[config.mk]
export PLATFORM = sky130hd
export DESIGN_NAME = req_initiator
export DESIGN_NICKNAME = d
export VERILOG_FILES = /design/src/rtl/req_ack_pkg.sv /design/src/rtl/req_initiator.sv
export SDC_FILE = /design/constraint.sdc
export NUM_CORES = 1
export LEC_CHECK = 0
export BUFFER_PORTS_ARGS = -buffer_cell sky130_fd_sc_hd__buf_2
export CAP_MARGIN = 30
export CORE_MARGIN = 1
export CORE_UTILIZATION = 40
export CTS_BUF_LIST = sky130_fd_sc_hd__clkbuf_8
export DETAILED_ROUTE_END_ITERATION = 8
export PLACE_DENSITY = 0.68
export SLEW_MARGIN = 5
export SYNTH_ARGS = -nofsm -noshare
export SYNTH_HDL_FRONTEND = slang
export SYNTH_SLANG_ARGS = --single-unit
[constraint.sdc]
create_clock -name clk -period 1.96 [get_ports clk]
set_input_delay 0.294 -clock clk [delete_from_list [all_inputs] [get_ports clk]]
set_output_delay 0.294 -clock clk [all_outputs]
set_load 0.02 [all_outputs]
[src/rtl/req_ack_pkg.sv]
// Shared definitions for the single-bit req/ack handshake: FSM states and
// default timing used by both the initiator and the responder bench.
package req_ack_pkg;

  typedef enum logic [1:0] {
    IDLE = 2'd0,
    REQ  = 2'd1,
    GAP  = 2'd2
  } req_state_e;

  localparam int unsigned TIMEOUT_DEFAULT = 16;
  localparam int unsigned GAP_DEFAULT     = 1;
  localparam int unsigned RETRIES_DEFAULT = 3;

endpackage

[src/rtl/req_initiator.sv]
// Requester side of the req/ack handshake: holds req until ack, inserts an
// idle gap after every attempt, retries on timeout and reports the outcome.
module req_initiator
  import req_ack_pkg::*;
#(
  parameter int unsigned TIMEOUT_CYCLES = TIMEOUT_DEFAULT,
  parameter int unsigned MAX_RETRIES    = RETRIES_DEFAULT,
  parameter int unsigned GAP_CYCLES     = GAP_DEFAULT,
  parameter int unsigned CNT_W          = 8
) (
  input  logic             clk,
  input  logic             rst,
  input  logic             start_valid,
  output logic             start_ready,
  output logic             req,
  input  logic             ack,
  output logic             done,
  output logic             error,
  output logic             spurious_ack,
  output logic [7:0]       retry_cnt,
  output logic [CNT_W-1:0] txn_count
);

  localparam int unsigned TIMER_W = $clog2(TIMEOUT_CYCLES);
  localparam int unsigned GAP_W   = $clog2(GAP_CYCLES + 1);

  localparam logic [TIMER_W-1:0] TIMER_LAST  = TIMER_W'(TIMEOUT_CYCLES - 1);
  localparam logic [GAP_W-1:0]   GAP_LAST    = GAP_W'(GAP_CYCLES - 1);
  localparam logic [7:0]         RETRY_LIMIT = 8'(MAX_RETRIES);

  req_state_e         state_q;
  logic               req_q;
  logic               done_q;
  logic               error_q;
  logic               spurious_q;
  logic               timeout_q;
  logic [TIMER_W-1:0] timer_q;
  logic [GAP_W-1:0]   gap_q;
  logic [7:0]         retry_q;
  logic [CNT_W-1:0]   txn_q;

  // NOTE: every register here updates with non-blocking assignments so all of
  // them see the same pre-edge values; reset is sampled on the clock edge.
  always_ff @(posedge clk) begin
    if (rst) begin
      state_q    <= IDLE;
      req_q      <= 1'b0;
      done_q     <= 1'b0;
      error_q    <= 1'b0;
      spurious_q <= 1'b0;
      timeout_q  <= 1'b0;
      timer_q    <= '0;
      gap_q      <= '0;
      retry_q    <= '0;
      txn_q      <= '0;
    end else begin
      done_q     <= 1'b0;
      error_q    <= 1'b0;
      spurious_q <= ack && !req_q;

      case (state_q)
        IDLE: begin
          if (start_valid) begin
            state_q <= REQ;
            req_q   <= 1'b1;
            retry_q <= '0;
            timer_q <= '0;
          end
        end

        // ack is checked before expiry so an ack on the last cycle wins
        REQ: begin
          if (ack) begin
            state_q   <= GAP;
            req_q     <= 1'b0;
            done_q    <= 1'b1;
            txn_q     <= txn_q + CNT_W'(1);
            timeout_q <= 1'b0;
            gap_q     <= '0;
          end else if (timer_q == TIMER_LAST) begin
            state_q   <= GAP;
            req_q     <= 1'b0;
            timeout_q <= 1'b1;
            gap_q     <= '0;
          end else begin
            timer_q <= timer_q + TIMER_W'(1);
          end
        end

        GAP: begin
          if (gap_q != GAP_LAST) begin
            gap_q <= gap_q + GAP_W'(1);
          end else if (!timeout_q) begin
            state_q <= IDLE;
          end else if (retry_q < RETRY_LIMIT) begin
            state_q <= REQ;
            req_q   <= 1'b1;
            retry_q <= retry_q + 8'd1;
            timer_q <= '0;
          end else begin
            // error takes the pulse slot; a coincident stray ack is dropped
            state_q    <= IDLE;
            error_q    <= 1'b1;
            spurious_q <= 1'b0;
          end
        end

        default: state_q <= IDLE;
      endcase
    end
  end

  assign start_ready  = (state_q == IDLE) && !rst;
  assign req          = req_q;
  assign done         = done_q;
  assign error        = error_q;
  assign spurious_ack = spurious_q;
  assign retry_cnt    = retry_q;
  assign txn_count    = txn_q;

endmodule
==> metrics.cfg <==
[synthesis]
postSynthNetCount=129
area_contributors_post_synth=dfxtp_1 (47%), and2_1 (4.8%), nor2_1 (4.5%)
yosysTopAreaCellShare_pct=46.6
synthCells=122
synth.cell_area_sq_mm=0.00116
most_numerous_cell_in_the_yosys_netlist=dfxtp_1
synth_edf_count=0
synth-warning-count=0
yosysUniqueCellTypes=33
synth.largest_area_cell=dfxtp_1
synth_top_flop_cell=dfxtp_1
avgSynthCellArea_sq_um=9.52
synth.yosys.seq_area_share_pct=46.6
number_of_storage_elements_in_the_synthesis_netlist=27
most_used_standard_cells_in_the_synthesized_netlist=dfxtp_1 (27), nor2_1 (14), and2_1 (9)
postSynth.asyncResetShare_pct=0

[floorplanning]
design.die.area_sq_mm=0.00312
fp.dieW_microns=55.9
top_level_ports=25
start_util_pct=42.1
rows=19
design.core.area_sq_mm=0.00276
floorplan.die.height_microns=55.9

[power]
switchingPower_uw=233
p_comb_share_pct=8.4
total_leakage_power_nw=0.580
power.switching_fraction_pct=24.1
power_report.internal_total_uw=734
maximum_vdd_ir_drop_mv=0.549
seqPwrFrac_pct=59.6
power_density_relative_to_cell_area_mw_per_mm2=719
clkPwrFrac_pct=31.9

[cts]
clockRootBuffer=clkbuf_8
clk_path_buf_depth=2
cts_setup_buffers=0
cts_hold_repair.buffers=0
cts.clk_slew.worst_paths_ps=80
cts-htree-levels=1
post_cts.resized_instances=0
clock_insertion_delay_worst_skew_ps=270
clkSinkCount=27
num_cts_buffers=3
tritoncts_clock_tree=yes

[grt]
grt_max_degree=20
global_route.overflow_total=0
global_route_wire_length_before_repair_microns=3980
globalRouteTotalUtil_pct=16.2
via_count_of_the_first_global_routing_pass=936
antenna_found_initial=0

[detailed_routing]
initialDrtViolationCount=19
routed_wire_length_per_instance_microns=13.5
antenna_violating_nets_post_route=0
via_count=972
finalWirelength_microns=2390
remaining_drc_errors=0
drt_first_pass_iters=4
routed_via_density=5.49

[worst_setup_path]
critPathCaptureType=output pin
reg2reg_to=timer_q[3]$_SDFFE_PP0P_
timing.critical_path.from=state_q[0]$_SDFFE_PP0P_
path_buf_inv=1
cp-start-kind=register
crit_end=start_ready
cp_num_cells=2
r2r_slack_ps=420
worst-endpoint-required_ps=1670
worst_r2r_path_depth=4
worst-path-max-fanout=14
cp_slowest_cell=dfxtp_1
worstPathArrival_ps=1250
setup.worst_path.class=register to output pin
critical_path.cell_chain=nor3_1 -> buf_2
delay_of_the_slowest_critical_path_stage_ps=670
r2r_start=state_q[0]$_SDFFE_PP0P_
worst_path_dominant_cell_family=flip-flops

[placement]
gp_congestion=0.765
dp_hpwl_microns=1800
port_buffers=24

[timing]
finalCritPeriodShare_pct=79.0
hold_slack_ps=354
max_freq_ghz=0.646
worst_slew_margin_pct=63.5
time_the_worst_path_needs_with_i_o_delays_and_setup_ps=1550
rsz0062_at_grt=false
worst_pin_slew_ps=546
final_max_slew_viol_count=0
worst_clock_skew_ps=3.55
hold_violations=0
setup_total_neg_slack_ps=0
final-setup-viol-count=0

[finish]
post-route-util_pct=48.8
area_delta_synth_final_pct=15.8
n_antenna_cell=0
layout-drive-gt1-share_pct=24.7
num-nets-final=154

[run_status]
run_status=completed

[min_path]
worstHoldPathType=input pin to register

[job]
drv.max_cap_violation_count=0

-- cell usage in the layout (no fill, tap or decap), types with 5 or more instances in the layout --
master / count
a21oi_1: 5
and2_1: 9
buf_2: 24
dfxtp_1: 27
nand2_1: 8
nand3_1: 6
nand4_1: 7
nor2_1: 14
nor3_1: 6
xor2_1: 5
-- power by group through the flow --
stage / sequential [mW] / combinational (mW) / clock (mW)
6_report: 0.576 / 0.0817 / 0.309
5_1_grt: 0.579 / 0.0894 / 0.340
3_3_place_gp: 0.588 / 0.0794 / 0
4_1_cts: 0.576 / 0.0829 / 0.322
2_1_floorplan: 0.588 / 0.0594 / 0
3_5_place_dp: 0.589 / 0.0822 / 0
-- worst min-delay path by stage --
stage / startpoint / end / slack, ps / cells after the start
floorplan: timeout_q$_SDFFE_PP0P_ / timeout_q$_SDFFE_PP0P_ / 450 / 1
global placement: req$_SDFFE_PP0P_ / spurious_ack$_SDFF_PP0_ / 460 / 1
detailed placement: req$_SDFFE_PP0P_ / spurious_ack$_SDFF_PP0_ / 470 / 1
CTS: ack / spurious_ack$_SDFF_PP0_ / 350 / 2
global route: ack / spurious_ack$_SDFF_PP0_ / 360 / 2
finish: ack / spurious_ack$_SDFF_PP0_ / 350 / 2
-- worst register-to-register path: stages, from the launching register on --
cell       delay [ps]
dfxtp_1           490
nand4_1           290
o2111ai_4         180
or3_1             400
a21oi_2           140
-- state kept, by name, summed over array words and instances (netlist names) --
register      cells
spurious_ack      1
txn_count         8
retry_cnt         8
timer_q           4
error             1
timeout_q         1
done              1
req               1
state_q           2
-- through the flow --
step	power (mW)	cell area, sq um	setup WS, ps	cells
6_report	0.967	1350	412	177
3_3_place_gp	0.668	1300	500	173
3_5_place_dp	0.672	1300	435	173
4_1_cts	0.981	1350	413	177
2_1_floorplan	0.647	1160	550	122
5_1_grt	1.01	1350	303	177
-- area by class of cell --
class / count / area (sq um)
fillers: 298 / 1410
multi-input cells: 88 / 584
flip-flops and latches: 27 / 541
repair buffers: 25 / 128
clock buffers: 3 / 41.3
well taps: 31 / 38.8
inverters: 2 / 7.51
clock inverters: 1 / 5.00
-- logic make-up (layout without fill, tap and decap cells) --
logic type	Yosys count	in the layout	synth area share [%]
buffers and inverters	7	31	3.12
AOI/OAI and AO/OA	17	17	11.3
and+or+nand+nor	59	59	29.0
xor gates and xnor gates	9	9	6.79
DFF	27	27	46.6
adders and majority gates	3	3	3.23
-- routing by layer --
| metal | vias up | global-route usage [%] | share of wire (%) |
|---|---|---|---|
| met2 | 22 | 28.1 | 52 |
| li1 | 478 | - | - |
| met4 | 0 | 9.06 | 1.8 |
| met3 | 5 | 2.33 | 4.3 |
| met1 | 467 | 19.2 | 42 |
| met5 | - | 0 | 0 |
Power figures use the tool's default switching activity.
